==> src/rtl/instr_feeder.sv <==
// rtl/instr_feeder.sv - program store that replays 6-bit instructions into the core, one per clock
// Optional build macro: INSTR_FEEDER_LOOP_EN (continuous wrap-around replay).
module instr_feeder #(
    parameter int DEPTH = 8
) (
    input  logic       clk,
    input  logic       rst,
    input  logic       wr_en,
    input  logic [5:0] wr_data,
    input  logic       start,
    input  logic       stop,
    input  logic       clear,
    output logic [5:0] instr,
    output logic       busy,
    output logic       done,
    output logic       full
);
    localparam int AW = $clog2(DEPTH);
    localparam int CW = AW + 1;

    typedef enum logic [1:0] {IDLE, RUN, DONE} state_t;

    state_t          state;
    logic [CW-1:0]   count;
    logic [AW-1:0]   rptr;
    logic [5:0]      mem [DEPTH];

    logic [CW-1:0]   count_m1;
    logic [AW-1:0]   last_pos;
    logic [AW-1:0]   cur_pos;
    logic            do_load;
    logic            do_write;

    assign full     = (count == CW'(DEPTH));
    assign busy     = (state == RUN);
    assign done     = (state == DONE);

    // rptr always points one past the instruction currently on instr
    assign count_m1 = count - CW'(1);
    assign last_pos = count_m1[AW-1:0];
    assign cur_pos  = rptr - AW'(1);

    assign do_load  = (state != RUN) && start && !clear && (count != '0);
    assign do_write = !rst && (state == IDLE) && wr_en && !start && !clear && !full;

    always_ff @(posedge clk) begin
        if (do_write) begin
            mem[count[AW-1:0]] <= wr_data;
        end
    end

    always_ff @(posedge clk) begin
        if (rst) begin
            state <= IDLE;
            count <= '0;
            rptr  <= '0;
            instr <= '0;
        end else begin
            case (state)
                IDLE, DONE: begin
                    if (clear) begin
                        count <= '0;
                        state <= IDLE;
                        instr <= '0;
                    end else if (do_load) begin
                        instr <= mem[0];
                        rptr  <= AW'(1);
                        state <= RUN;
                    end else if (do_write) begin
                        count <= count + CW'(1);
                    end
                end
                RUN: begin
                    if (clear) begin
                        count <= '0;
                        state <= IDLE;
                        instr <= '0;
                    end else if (stop) begin
                        state <= DONE;
                        instr <= '0;
                    end else if (cur_pos == last_pos) begin
`ifdef INSTR_FEEDER_LOOP_EN
                        instr <= mem[0];
                        rptr  <= AW'(1);
`else
                        state <= DONE;
                        instr <= '0;
`endif
                    end else begin
                        instr <= mem[rptr];
                        rptr  <= rptr + AW'(1);
                    end
                end
                default: begin
                    state <= IDLE;
                    instr <= '0;
                end
            endcase
        end
    end
endmodule

==> config.mk <==
export PLATFORM = sky130hd
export DESIGN_NAME = instr_feeder
export DESIGN_NICKNAME = d
export VERILOG_FILES = /design/src/rtl/instr_feeder.sv
export SDC_FILE = /design/constraint.sdc
export NUM_CORES = 1
export LEC_CHECK = 0
export CORE_ASPECT_RATIO = 1.25
export CORE_MARGIN = 2
export CORE_UTILIZATION = 35
export CTS_CLUSTER_SIZE = 24
export DETAILED_ROUTE_END_ITERATION = 8
export GPL_TIMING_DRIVEN = 0
export HOLD_SLACK_MARGIN = 0.1
export PLACE_DENSITY = 0.51
export SYNTH_ARGS = -nofsm -noshare
export SYNTH_HDL_FRONTEND = slang
export SYNTH_SLANG_ARGS = --single-unit
export TNS_END_PERCENT = 50
==> constraint.sdc <==
create_clock -name clk -period 5.6 [get_ports clk]
set_clock_uncertainty 0.2 [all_clocks]
set_input_delay 1.12 -clock clk [delete_from_list [all_inputs] [get_ports clk]]
set_output_delay 1.12 -clock clk [all_outputs]
set_load 0.01 [all_outputs]
Word-level counts from Yosys, hierarchy flattened
Memories as Yosys holds them, arrays and structs flattened. A register that Yosys moved wholly into a read port is not among the register bits.
Cells that the tools add are included.
{"block": "totals", "input_bits": 12, "memories": 1, "elab_cells": 70, "ff_bits": 15, "ramBits": 48, "output_inout_bits": 9}
{"block": "op_classes", "n_eq_ne": 15, "muxes": 27, "n_addsub": 4, "n_reduce_logical": 19}
{"name": "mem", "depth": 8, "word_bits": 6, "read_ports": 2, "rd_ports_with_merged_regs": 1, "write_ports": 1, "line": "26", "source": "logic [5:0] mem [DEPTH];"}
{"operator": "$mux W6", "count": 5}
{"operator": "$mux W3", "count": 7}
{"operator": "$mux W4", "count": 4}
{"operator": "$ne A2 B2 Y1 const B", "count": 6}
{"operator": "$pmux W6 S2", "count": 1}
{"operator": "$mux W2", "count": 5}
{"operator": "$ne A3 B3 Y1 const B", "count": 3}
{"operator": "$logic_and A1 B1 Y1", "count": 8}
{"operator": "$pmux W4 S2", "count": 1}
{"operator": "$pmux W3 S2", "count": 1}
{"operator": "$reduce_and A6 Y1", "count": 1}
{"operator": "$sub A3 B1 Y3 const B", "count": 2}
{"operator": "$add A4 B1 Y4 const B", "count": 1}
{"operator": "$eq A4 B4 Y1 const B", "count": 1}
{"operator": "$logic_not A1 Y1", "count": 4}
{"operator": "$ne A4 B3 Y1 const B", "count": 1}
{"operator": "$pmux W2 S2", "count": 1}
{"operator": "$reduce_and A4 Y1", "count": 1}
{"operator": "$reduce_bool A4 Y1", "count": 1}
{"operator": "$add A3 B1 Y3 const B", "count": 1}
{"operator": "$eq A3 B3 Y1", "count": 1}
{"operator": "$eq A2 B1 Y1 const B", "count": 1}
{"operator": "$eq A2 B2 Y1 const B", "count": 1}
{"operator": "$logic_not A2 Y1", "count": 1}
{"operator": "5 further kinds", "count": 6}

Longest topological paths before layout
Gate-level depths: netlist (run 1).
{"block": "logic_depth", "ltp_word": 10, "mapped_depth": 8, "depth_no_buf": 6}

Worst setup path before layout (run 1)
No wires, ideal clock.
{"block": "synth_timing", "path_type": "input to register", "from": "in clear", "to": "mem mem[0][0], enable pin", "arrival_time_ns": 2.653, "path_slack_ns": 2.362, "n_path_buf": 1, "path_stages": 4, "required_ns": 5.014, "setup_time_ns": 0.386, "path_cell_list": "or3_1 -> buf_6 -> or3_4 -> nor4_1"}
{"block": "synth_between", "elab_chain_cells": 5}
{"item": "start: declaration", "line": "12", "source": "input logic clear,"}
{"item": "$logic_not A1 Y1", "line": "44", "source": "assign do_write = !rst && (state == IDLE) && wr_en && !start && !clear && !full;"}
{"item": "$logic_and A1 B1 Y1 (2 in series)", "line": "44"}
{"item": "$mux W1", "line": "47", "source": "if (do_write) begin"}
{"item": "$mux W1 (not written as such)", "line": "48", "source": "mem[count[AW-1:0]] <= wr_data;"}
{"item": "end: declaration", "line": "26"}
Every way passes these cells.

Final worst setup path (run 1)
{"block": "layout_timing", "from": "in clear", "to": "mem mem[3][3], enable pin"}
The elaborated chain is that of the path after synthesis.

==> impl_metrics.yaml, run 1 <==
cts:
  ctsResizeCount: 0
  clock_tree_from_tritoncts: "yes"
  post_cts_hold_buffer_count: 0
  cts_root_buf: "sky130_fd_sc_hd__clkbuf_8"
  clock_path_buffers: 2
  clock_latency_ps: 330
  clock_buffers_created_by_tritoncts: 9
  worst_setup_hold_path_clk_slew_ps: 70
  post-cts-setup-buffer-count: 0
  cts_max_level: 3
  number_of_clock_sinks_seen_by_cts: 66
power:
  total_leakage_power_nw: 1.081
  p_per_area_nw_per_um2: 272.3
  seq_power_share_pct: 59.1
  switching_power_uw: 190.4
  power.combinational.fraction_pct: 3.9
  totalPowerFinal_uw: 889.3
  cell_internal_pwr_uw: 698.9
  share_clk_of_total_power_pct: 36.9
  switching_share_pct: 21.41
  power.ir.vdd_worst_mv: 0.1615
die:
  pin_count: 21
  std_cell_rows: 36
  chipHeight_um: 103.3
  floorplan.die_area_um2: 8613
  core_region_area_um2: 7702
  die_w_um: 83.41
  floorplan.initialDensity_pct: 35.82
sta:
  timing_max_transition_violations_final: 0
  timing.final.setup_violations: 0
  layout_worst_path_cycle_share_pct: 69.10
  slew-limit-headroom_pct: 19.59
  worst_hold_slack_ps: 331.6
  max_freq_ghz: 0.2584
  rsz_0062_raised_after_global_routing: "false"
  setup_tns_ps: 0
  layout_min_cycle_time_ps: 3870
  postLayoutSetupSlackWorst_ps: 1730
  timing_hold_violations_final: 0
  worst-slew-pin-transition_ps: 1197
synth:
  synthesis.area_um2: 2759
  synth-main-ff-cell: "sky130_fd_sc_hd__edfxtp_1"
  synth.yosys.warnings: 0
  syn_nets: 193
  synth_cell_types: 45
  synthesis.instances: 177
  synth_async_sr_flop_share_pct: 0
  synth.yosys.seq_area_share_pct: 65.31
  ys_seq_elements: 66
  synth_enable_flop_cells: 48
  mean_post_synth_cell_area_um2: 15.59
critical_path:
  critical-path-top-delay-family: "simple AND/OR/NAND/NOR gates"
  crit_path_max_fanout: 8
  worst-endpoint-required_ps: 5340
  r2r_slack_ps: 2110
  timing.reg2reg.worst_path_depth: 8
  worstSetupPathDepth: 6
  cp_cell_sequence: "clkdlybuf4s50_1, or3_1, buf_6, nor3_2, nand2_1, nor3_1"
  crit_arrival_ps: 3610
  r2r_end: "mem[3][3]"
  master_of_the_slowest_instance_on_the_critical_path: "sky130_fd_sc_hd__nor3_1"
  critical_path.n_buffers_inverters: 2
  critical_path_class: "in2reg"
  cp_slowest_stage_delay_ps: 940
  critical_path.endpoint: "mem[3][3]"
  worst_setup_path_startpoint: "clear"
  timing.critical_path.to_type: "flop"
  critPathLaunchType: "input pin"
  startpoint_of_the_most_critical_register_to_register_path: "count[0]"
placement:
  placed_area_um2: 3105
  finalWeightedCongestion: 0.6984
  post-dp-hpwl_um: 4096
  port_buffers: 20
  preCtsSetupSlack_ps: 1207
final_layout:
  layout.cells.most_common: "sky130_fd_sc_hd__edfxtp_1"
  antennaDiodeCount: 0
  mostFrequentLayoutCells: "sky130_fd_sc_hd__edfxtp_1 (48), sky130_fd_sc_hd__clkdlybuf4s50_1 (20), sky130_fd_sc_hd__dfxtp_1 (18)"
  fill_cells: 682
  nets: 226
  multi_input_comb_area_um2: 913.4
  ff_latch_area_um2: 1802
  syn_to_final_growth_pct: 18.37
  drive_gt1_share_pct: 18.14
  design_area_um2: 3266
detailed_routing:
  dr_total_vias: 1594
  detail-route-antenna-nets: 0
  drt_iter0_markers: 79
  detailedRoute.firstPassIterationCount: 4
  post-route-drc-count: 0
  vias_per_cell: 5.142
  routed_wl_um: 6120
  routedWlPerCell_um: 19.74
global_route:
  grt.overflow.total: 0
  groute.usage.overall_pct: 14.92
  initial_antenna_violation_count: 0
  grt_pass1_vias: 1680
  pin_count_of_the_biggest_net_entering_global_routing: 12
  global_route_wire_length_before_repair_um: 9204
hold_path:
  timing.hold.worst.class: "reg2reg"
  worstHoldPathCells: 2
status:
  run_status: "finished clean"
flow_run:
  maxCapViolCount: 0
## state kept, by name, summed over array words and instances (netlist names), named ones only
register,count
instr,6
state,2
count,4
mem,48
rptr,3
## power groups by stage
stage,Combinational [mW],Sequential (mW),Clock [mW]
6_report,0.0349,0.526,0.328
4_1_cts,0.0351,0.526,0.336
2_1_floorplan,0.0164,0.537,0
3_5_place_dp,0.0349,0.537,0
3_3_place_gp,0.0327,0.537,0
5_1_grt,0.0379,0.526,0.356
## cells in the mapped netlist (3+ instances only)
library cell	n	share of area (%)
sky130_fd_sc_hd__nor4_1	3	0.68
sky130_fd_sc_hd__mux4_2	12	9.8
sky130_fd_sc_hd__ha_1	4	1.8
sky130_fd_sc_hd__mux2i_1	14	5.1
sky130_fd_sc_hd__clkbuf_1	5	0.68
sky130_fd_sc_hd__edfxtp_1	48	52
sky130_fd_sc_hd__a21oi_1	3	0.54
sky130_fd_sc_hd__inv_1	6	0.82
sky130_fd_sc_hd__xnor2_1	4	1.3
sky130_fd_sc_hd__nand2_1	5	0.68
sky130_fd_sc_hd__o22ai_1	6	1.4
sky130_fd_sc_hd__nor2_1	8	1.1
sky130_fd_sc_hd__dfxtp_1	18	13
sky130_fd_sc_hd__nand3_1	4	0.73
## worst min path at each step
stage	from	endpoint
2_1_floorplan	rptr[2]	flop
3_3_place_gp	count[3]	count[3]
3_5_place_dp	count[3]	count[3]
4_1_cts	count[3]	count[3]
5_1_grt	count[3]	count[3]
6_report	count[3]	count[3]
## area by class of cell
class	count	share of cell area (%)
buffer	8	1.188
timing repair buffer	22	6.590
clock buffer	12	4.138
clock inverter	4	0.6130
multi-input combinational	97	27.97
inverter	6	0.6897
sequential	66	55.17
tap	95	3.640
## kinds of logic (layout without fill, tap and decap cells)
family	count (synthesis)	in the layout	synth area share, %
fa+ha+maj	4	4	1.814
xor+xnor	5	5	1.587
buf+inv	14	52	2.222
flops	66	66	65.31
mux	26	26	14.88
compound gates	24	24	6.259
simple gates	38	38	7.938
## worst register-to-register path: stages (launching register included)
cell	delay, ps
sky130_fd_sc_hd__dfxtp_1	340
sky130_fd_sc_hd__clkbuf_1	340
sky130_fd_sc_hd__inv_1	160
sky130_fd_sc_hd__ha_1	290
sky130_fd_sc_hd__and3b_1	210
sky130_fd_sc_hd__clkbuf_1	150
sky130_fd_sc_hd__nor3_2	320
sky130_fd_sc_hd__nand2_1	150
sky130_fd_sc_hd__nor3_1	940
## stage by stage
step                      instances  utilization [%]
after detailed placement        294            40.32
after CTS                       310            42.33
final                           310            42.40
after floorplan                 177                -
after global placement          292            39.96
after global routing            310            42.40
## layer usage
metal / vias to the layer above / global-route usage, % / share of wire (%)
li1: 754 / - / -
met1: 805 / 16.23 / 42
met2: 30 / 28.04 / 54
met3: 5 / 3.889 / 3.4
met4: 0 / 6.079 / 0.90
met5: - / 0 / 0
(Power assumes the default switching activity.)
==> inputs of run 2 (changes only) <==
--- a/config.mk
+++ b/config.mk
@@ -12,7 +12,7 @@
 export DETAILED_ROUTE_END_ITERATION = 8
 export GPL_TIMING_DRIVEN = 0
 export HOLD_SLACK_MARGIN = 0.1
-export PLACE_DENSITY = 0.51
+export PLACE_DENSITY = 0.53
 export SYNTH_ARGS = -nofsm -noshare
 export SYNTH_HDL_FRONTEND = slang
 export SYNTH_SLANG_ARGS = --single-unit
==> constraint.sdc (replaced) <==
create_clock -name clk -period 3.3 [get_ports clk]
set_clock_uncertainty 0.2 [all_clocks]
set_input_delay 0.66 -clock clk [delete_from_list [all_inputs] [get_ports clk]]
set_output_delay 0.66 -clock clk [all_outputs]
set_load 0.01 [all_outputs]
==> impl_metrics.yaml, run 2 (synthesized netlist as in run 1, its figures left out) <==
power:
  total_leakage_power_nw: 1.094
  switching_share_pct: 20.22
  seq_power_share_pct: 55.4
  share_clk_of_total_power_pct: 41.0
  power.ir.vdd_worst_mv: 0.2266
  p_per_area_nw_per_um2: 485.2
  totalPowerFinal_mw: 1.612
  switching_power_uw: 325.8
  cell_internal_pwr_mw: 1.286
  power.combinational.fraction_pct: 3.6
die:
  die_w_um: 83.41
  pin_count: 21
  core_region_area_um2: 7702
  floorplan.die_area_um2: 8613
  floorplan.initialDensity_pct: 35.82
  chipHeight_um: 103.3
  std_cell_rows: 36
cts:
  worst_setup_hold_path_clk_slew_ps: 70
  number_of_clock_sinks_seen_by_cts: 66
  clock_latency_ps: 340
  clock_buffers_created_by_tritoncts: 9
  post-cts-setup-buffer-count: 0
  clock_path_buffers: 2
  cts_max_level: 3
  clock_tree_from_tritoncts: "yes"
  cts_root_buf: "sky130_fd_sc_hd__clkbuf_8"
global_route:
  pin_count_of_the_biggest_net_entering_global_routing: 12
  grt_pass1_vias: 1658
  groute.usage.overall_pct: 14.52
  grt.overflow.total: 0
  global_route_wire_length_before_repair_um: 8928
  initial_antenna_violation_count: 0
hold_path:
  timing.hold.worst.class: "reg2reg"
  hold_path.startpoint: "rptr[2]"
  worstHoldPathCells: 2
final_layout:
  mostFrequentLayoutCells: "sky130_fd_sc_hd__edfxtp_1 (48), sky130_fd_sc_hd__clkdlybuf4s50_1 (20), sky130_fd_sc_hd__dfxtp_1 (18)"
  layout.cells.most_common: "sky130_fd_sc_hd__edfxtp_1"
  largest_register_ffs: 48
  antennaDiodeCount: 0
  ff_latch_area_um2: 1802
  layoutNonFillerInstCount: 310
  drive_gt1_share_pct: 19.07
  syn_to_final_growth_pct: 20.41
  multi_input_comb_area_um2: 935.9
  fill_cells: 713
  nets: 226
critical_path:
  master_of_the_slowest_instance_on_the_critical_path: "sky130_fd_sc_hd__clkdlybuf4s50_1"
  worst-endpoint-required_ps: 2440
  r2r_end: "mem[2][1]"
  worst_setup_path_startpoint: "count[0]"
  cp_cell_sequence: "clkbuf_1, inv_1, ha_1, and3b_1, clkbuf_1, clkdlybuf4s50_1"
  crit_arrival_ps: 2270
  critical-path-top-delay-family: "buffers and inverters"
  cp_slowest_stage_delay_ps: 500
  critical_path_class: "reg2out"
  timing.reg2reg.worst_path_depth: 8
  critPathLaunchType: "flop"
  timing.critical_path.mode_cell: "sky130_fd_sc_hd__clkbuf_1"
  r2r_slack_ps: 180
  crit_path_max_fanout: 7
  startpoint_of_the_most_critical_register_to_register_path: "count[0]"
  critical_path.n_buffers_inverters: 4
  timing.critical_path.to_type: "output port"
status:
  run_status: "finished clean"
detailed_routing:
  post-route-drc-count: 0
  drt_iter0_markers: 53
  detail-route-antenna-nets: 0
  dr_total_vias: 1611
  detailedRoute.firstPassIterationCount: 4
  vias_per_cell: 5.197
  routed_wl_um: 5713
  routedWlPerCell_um: 18.43
placement:
  post-dp-hpwl_um: 3849
  finalWeightedCongestion: 0.7738
  port_buffers: 20
  placed_cells: 294
flow_run:
  maxCapViolCount: 0
sta:
  timing.final.setup_violations: 0
  slew-limit-headroom_pct: 44.74
  worst_hold_slack_ps: 331.9
  rsz_0062_raised_after_global_routing: "true"
  worst-slew-pin-transition_ps: 825.2
  timing_max_transition_violations_final: 0
  layout_min_cycle_time_ps: 3133
  timing_hold_violations_final: 0
  layout_worst_path_cycle_share_pct: 94.94
  max_freq_ghz: 0.3192
[run 2: cell types whose count changed in the layout (fill, tap and decap cells not counted), sizes merged]
| cell | before | now |
|---|---|---|
| bufinv | 0 | 1 |
| clkbuf | 17 | 18 |
| clkinv | 4 | 2 |
[run 2: metal layers]
metal  track usage [%]  routed length (µm)  up-vias
li1                  -                   -      762
met1             15.64                2411      805
met2             26.18                3013       32
met3             4.841                 174       12
met4             6.824                 114        0
met5                 0                   0        -
[run 2: timing repair]
action                                  4_1_cts  5_1_grt
endpoints found under the setup margin       18        8
cloned                                        0        0
gates resized for setup                       3        2
hold buffers                                  0        0
[run 2: worst max path at each step]
stage                     slack [ps]        end  cells after the start
after floorplan                  390  mem[0][0]                      7
after global placement          -890  mem[0][4]                      5
after detailed placement        -590  mem[5][5]                      6
after CTS                        100  mem[5][4]                      8
after global routing             -10  mem[3][1]                      8
final                            170       full                      6
[run 2: worst min-delay path, stage by stage (launching register included)]
cell	delay, ps
sky130_fd_sc_hd__dfxtp_1	330
sky130_fd_sc_hd__nand2_1	60
sky130_fd_sc_hd__mux2i_1	80
[run 2: final cells by class]
class / count / area share, %
Sequential cell: 66 / 54.24
Buffer: 8 / 1.168
Clock inverter: 3 / 1.205
Clock buffer: 13 / 4.482
Inverter: 6 / 0.6780
Timing Repair Buffer: 22 / 6.478
Multi-Input combinational cell: 97 / 28.17
Tap cell: 95 / 3.578
[run 2: power by group through the flow]
stage | clock network [mW] | registers [mW] | logic (mW)
2_1_floorplan | 0 | 0.911 | 0.0278
3_3_place_gp | 0 | 0.911 | 0.0573
3_5_place_dp | 0 | 0.911 | 0.0591
4_1_cts | 0.672 | 0.892 | 0.0596
5_1_grt | 0.711 | 0.892 | 0.0647
6_report | 0.661 | 0.893 | 0.0584
[run 2: per-stage QoR]
stage	area (µm²)	utilization [%]	TNS (ps)	worst slack [ps]
6_report	3322	43.13	0	167.0
3_5_place_dp	3105	40.32	-9059	-590.6
3_3_place_gp	3078	39.96	-17480	-887.7
5_1_grt	3322	43.13	-49.24	-12.01
2_1_floorplan	2759	-	0	392.5
4_1_cts	3309	42.97	0	98.71
==> inputs of run 3 (changes only) <==
--- a/config.mk
+++ b/config.mk
@@ -8,6 +8,7 @@
 export CORE_ASPECT_RATIO = 1.25
 export CORE_MARGIN = 2
 export CORE_UTILIZATION = 35
+export CTS_BUF_LIST = sky130_fd_sc_hd__clkbuf_8
 export CTS_CLUSTER_SIZE = 24
 export DETAILED_ROUTE_END_ITERATION = 8
 export GPL_TIMING_DRIVEN = 0
==> impl_metrics.yaml, run 3 (synthesized netlist as in run 1, its figures left out) <==
die:
  chipHeight_um: 103.3
  std_cell_rows: 36
  die_w_um: 83.41
  core_region_area_um2: 7702
  floorplan.die_area_um2: 8613
  pin_count: 21
  floorplan.initialDensity_pct: 35.82
global_route:
  grt.met3_usage_pct: 4.841
  grt.busiest_layer: "met2"
  grt_pass1_vias: 1658
  groute.usage.overall_pct: 14.52
  grt.overflow.total: 0
  grtUsageMet1_pct: 15.64
  pin_count_of_the_biggest_net_entering_global_routing: 12
  grtUsageMet2_pct: 26.18
  initial_antenna_violation_count: 0
  global_route_wire_length_before_repair_um: 8928
final_layout:
  antennaDiodeCount: 0
  layout.cells.most_common: "sky130_fd_sc_hd__edfxtp_1"
  fill_cells: 713
  layout.core_utilization_pct: 43.13
  layoutNonFillerInstCount: 310
  mostFrequentLayoutCells: "sky130_fd_sc_hd__edfxtp_1 (48), sky130_fd_sc_hd__clkdlybuf4s50_1 (20), sky130_fd_sc_hd__dfxtp_1 (18)"
  drive_gt1_share_pct: 19.07
  nets: 226
  largest_register_ffs: 48
  syn_to_final_growth_pct: 20.41
  design_area_um2: 3322
cts:
  clock_path_buffers: 2
  clock_tree_from_tritoncts: "yes"
  worst_setup_hold_path_clk_slew_ps: 70
  clock_latency_ps: 340
  clock_buffers_created_by_tritoncts: 9
  cts_root_buf: "sky130_fd_sc_hd__clkbuf_8"
  cts_max_level: 3
  number_of_clock_sinks_seen_by_cts: 66
sta:
  timing_max_transition_violations_final: 0
  rsz_0062_raised_after_global_routing: "true"
  postLayoutSetupSlackWorst_ps: 166.8
  layout_min_cycle_time_ps: 3133
  layout_worst_path_cycle_share_pct: 94.94
  worst-slew-pin-transition_ps: 825.4
  timing.final.setup_violations: 0
  max_freq_ghz: 0.3192
  timing_hold_violations_final: 0
  slew-limit-headroom_pct: 44.73
placement:
  placed_area_um2: 3105
  post-dp-hpwl_um: 3849
  port_buffers: 20
  placed_cells: 294
  preCtsSetupSlack_ps: -590.6
  finalWeightedCongestion: 0.7738
critical_path:
  worst_setup_path_startpoint: "count[0]"
  worst-endpoint-required_ps: 2440
  r2r_end: "mem[2][1]"
  timing.critical_path.to_type: "output port"
  timing.reg2reg.worst_path_depth: 8
  r2r_slack_ps: 170
  startpoint_of_the_most_critical_register_to_register_path: "count[0]"
  critical_path_class: "reg2out"
  crit_path_max_fanout: 7
  critPathLaunchType: "flop"
  crit_arrival_ps: 2270
detailed_routing:
  detail-route-antenna-nets: 0
  detailedRoute.firstPassIterationCount: 4
  routedWlPerCell_um: 18.43
  dr_total_vias: 1608
  drt_iter0_markers: 53
  post-route-drc-count: 0
  routed_wl_um: 5713
  vias_per_cell: 5.187
flow_run:
  maxCapViolCount: 0
power:
  p_per_area_nw_per_um2: 482.5
  power.ir.vdd_worst_mv: 0.2273
  totalPowerFinal_mw: 1.603
  total_leakage_power_nw: 1.106
hold_path:
  hold_path.startpoint: "rptr[2]"
  worstHoldPathCells: 2
  timing.hold.worst.class: "reg2reg"
status:
  run_status: "finished clean"
## run 3: what timing repair did
action	4_1_cts	5_1_grt
endpoints found under the hold margin	0	0
setup endpoints to repair	18	8
gates resized for setup	3	2
hold buffers	0	0
buffers inserted	0	0
## run 3: worst max-delay path by stage
stage	cells past startpoint	slack, ps	to
finish	6	170	full
global placement	5	-890	mem[0][4]
global route	8	-10	mem[3][4]
detailed placement	6	-590	mem[5][5]
CTS	8	100	mem[5][4]
floorplan	7	390	mem[0][0]
## run 3: metrics by stage
step,hold WS [ps],TNS (ps)
floorplan,275.1,0
global placement,300.9,-17480
detailed placement,322.5,-9059
CTS,345.2,0
global route,373.9,-48.51
finish,331.9,0
## run 3: worst max-delay path, stage by stage, from the launching register on
cell,delay [ps]
sky130_fd_sc_hd__dfxtp_1,340
sky130_fd_sc_hd__clkbuf_1,330
sky130_fd_sc_hd__inv_1,160
sky130_fd_sc_hd__ha_1,270
sky130_fd_sc_hd__and3b_1,190
sky130_fd_sc_hd__clkbuf_1,150
sky130_fd_sc_hd__clkdlybuf4s50_1,500
## run 3: cell type report
| class | instances | area (µm²) | area share, % |
|---|---|---|---|
| timing repair buffer | 22 | 215.2 | 6.478 |
| tap | 95 | 118.9 | 3.578 |
| inverter | 6 | 22.52 | 0.6780 |
| sequential | 66 | 1802 | 54.24 |
| clock inverter | 6 | 51.30 | 1.544 |
| multi-input combinational | 97 | 935.9 | 28.17 |
| buffer | 8 | 38.79 | 1.168 |
| clock buffer | 10 | 137.6 | 4.143 |
## run 3: report_power, final
part	total, mW	internal [mW]	switching [mW]
clock	0.652	0.359	0.293
sequential	0.892	0.891	0.00178
combinational	0.0583	0.0269	0.0314
## run 3: metal layers
| layer | vias to the layer above | part of all wire [%] |
|---|---|---|
| met2 | 32 | 53 |
| met4 | 0 | 2.0 |
| li1 | 762 | - |
| met1 | 802 | 42 |
| met3 | 12 | 3.0 |
| met5 | - | 0 |
==> edit, RTL diff (settings of run 3) <==
Reset style: asynchronous (`rst`), changed in one clocked block.
--- a/src/rtl/instr_feeder.sv
+++ b/src/rtl/instr_feeder.sv
@@ -49,7 +49,7 @@
         end
     end
 
-    always_ff @(posedge clk) begin
+    always_ff @(posedge clk or posedge rst) begin
         if (rst) begin
             state <= IDLE;
             count <= '0;
Behaviour: differs if rst is asserted again (counterexample within 4 cycles, from zero or initial values and one cycle with rst high); with rst held inactive, the same outputs for 10 cycles.
==> edit against run 3 <==
- final area is 0.94% lower
- highest routed layer unchanged
- largest cell class unchanged
- fmax up 1.8%
- routed wire length increased by 0.67%
- synthesized area about the same
- worst setup slack better by 0.054 ns
- via count up 0.37%
- sequential cell count is 3 lower
Power is not compared: it rests on default switching activity, and its combinational part moved more than twofold at a synthesized area within 25%.
==> edit: results (changes against run 3) <==
* Status: completed
* Synth top area cells: edfxtp_1 (52%), dfrtp_1 (14%), mux4_2 (9.8%), mux2i_1 (4.7%), ha_1 (1.8%)
* Avg Inst Size Synth at 15.8 sq um (+1.6%)
* Worst hold start: count[3]
* First-pass GRT wire length at 9300 um (+4.2%)
* Met3 wire length at 245 um (+41%)
* Number of global-route vias before repair at 1729 (+4.3%)
* Routed Wire Length at 5750 um (+0.67%)
* Top routing layer in use: met4
* Post-synthesis compound-gate area fraction at 0.0622 (-0.000397)
* Crit path DAT at 2.84 ns (+0.57 ns)
* Slew @ Worst Pin at 0.744 ns (-0.0813 ns)
* DR vias/cell at 5.31 (+2.4%)
* Reg2Reg Setup Slack at 0.43 ns (+0.26 ns)
* Met1 wire length at 2380 um (-1.5%)
* Largest net degree at the start of global routing at 16 (+4)
* Hold Worst Slack at 0.365 ns (+0.0327 ns)
* Placement-stage cell area at 3080 sq um (-0.97%)
* Min-Delay Endpoint: count[3]
* Adder-Cell Fraction of Synth Area at 0.0182 (about the same)
* CP peak stage delay at 0.64 ns (+0.14 ns)
* Ant diodes at 0 (unchanged)
* Layout cell share with drive strength beyond 1 at 0.177 (-0.0137)
* Placed insts at 289 (-1.7%)
* Fin cells at 304 (-1.9%)
* 1st-iter DRT viols at 121 (+130%)
* Final HPWL DP at 3990 um (+3.6%)
* Mux cell area share after synthesis at 0.149 (+0.000589)
* Met2 WL at 3050 um (+1.5%)
* Seq/Total Area, Yosys at 0.659 (+0.00604)
* Reg-to-Reg End: state[1]
* Pre-CTS setup slack at -0.495 ns (+0.0959 ns)
* Port bufs at 20 (unchanged)
* CP top delay family: simple AND/OR/NAND/NOR gates
* Crit-path max FO at 6 (-1)
* Critical R2R Launch: rptr[0]
* Net count, final at 221 (-2.2%)
* Post-synth top cells: edfxtp_1 (48), dfrtp_1 (15), mux2i_1 (13)
* GRT Util Overall at 0.149 (+0.00352)
* Synth cell types at 40 (-11%)
* GP Congestion at 0.788 (+1.8%)
* Syn Nets at 190 (-1.6%)
* Synth async-reset ratio at 0.238 (+0.238)
-- edit: changes by cell type in the layout (fill, tap and decap cells not counted), sizes merged, moves of 3 or more --
cell,before,now
dfrtp,0,15
nand2,5,11
nor4,3,0
a21oi,3,0
dfxtp,18,0
-- edit: cells by family after synthesis --
| family | count (synthesis) |
|---|---|
| adders and majority gates | 4 |
| and+or+nand+nor | 37 |
| xor gates and xnor gates | 5 |
| buffers and inverters | 17 |
| DFF | 63 |
| muxes | 26 |
| AOI/OAI and AO/OA | 22 |
-- edit: worst max path at each step --
stage,start,end,slack [ns]
detailed placement,start,mem[0][3],-0.49
global route,start,mem[2][5],0.03
CTS,rptr[0],state[1],0.07
finish,start,mem[6][2],0.22
global placement,start,mem[0][1],-0.37
floorplan,start,mem[0][0],0.80
-- edit: layout make-up --
cell class | instances | area [sq um]
multi-input cells | 94 | 880
clock inverters | 6 | 77.6
flip-flops and latches | 63 | 1820
well taps | 95 | 119
plain buffers | 7 | 36.3
fillers | 703 | 4410
inverters | 10 | 37.5
repair buffers | 20 | 200
clock buffers | 9 | 124
-- edit: metal layers --
layer | track usage | vias up
li1 | - | 734
met1 | 0.174 | 828
met2 | 0.268 | 46
met3 | 0.0341 | 6
met4 | 0.0605 | 0
met5 | 0 | -
-- edit: report_power, final --
group          internal [mW]  total [mW]  leakage, nW  switching, mW
combinational          0.124       0.251        0.480          0.127
clock                  0.413       0.691        0.108          0.279
sequential             0.869       0.883        0.634         0.0139
total                   1.41        1.83         1.22          0.420
-- edit: repair_timing --
item | CTS | global route
buffers inserted | 0 | 0
pin swaps | 0 | 0
endpoints found under the setup margin | 12 | 9
resized for setup | 2 | 1
-- edit: worst register-to-register path, delay by kind of cell (launching register included) --
family,cells,cell delay (ns)
adders and majority gates,1,0.34
and+or+nand+nor,2,0.42
xor gates and xnor gates,1,0.14
AOI/OAI and AO/OA,1,0.48
buffers and inverters,3,0.87
DFF,1,0.35
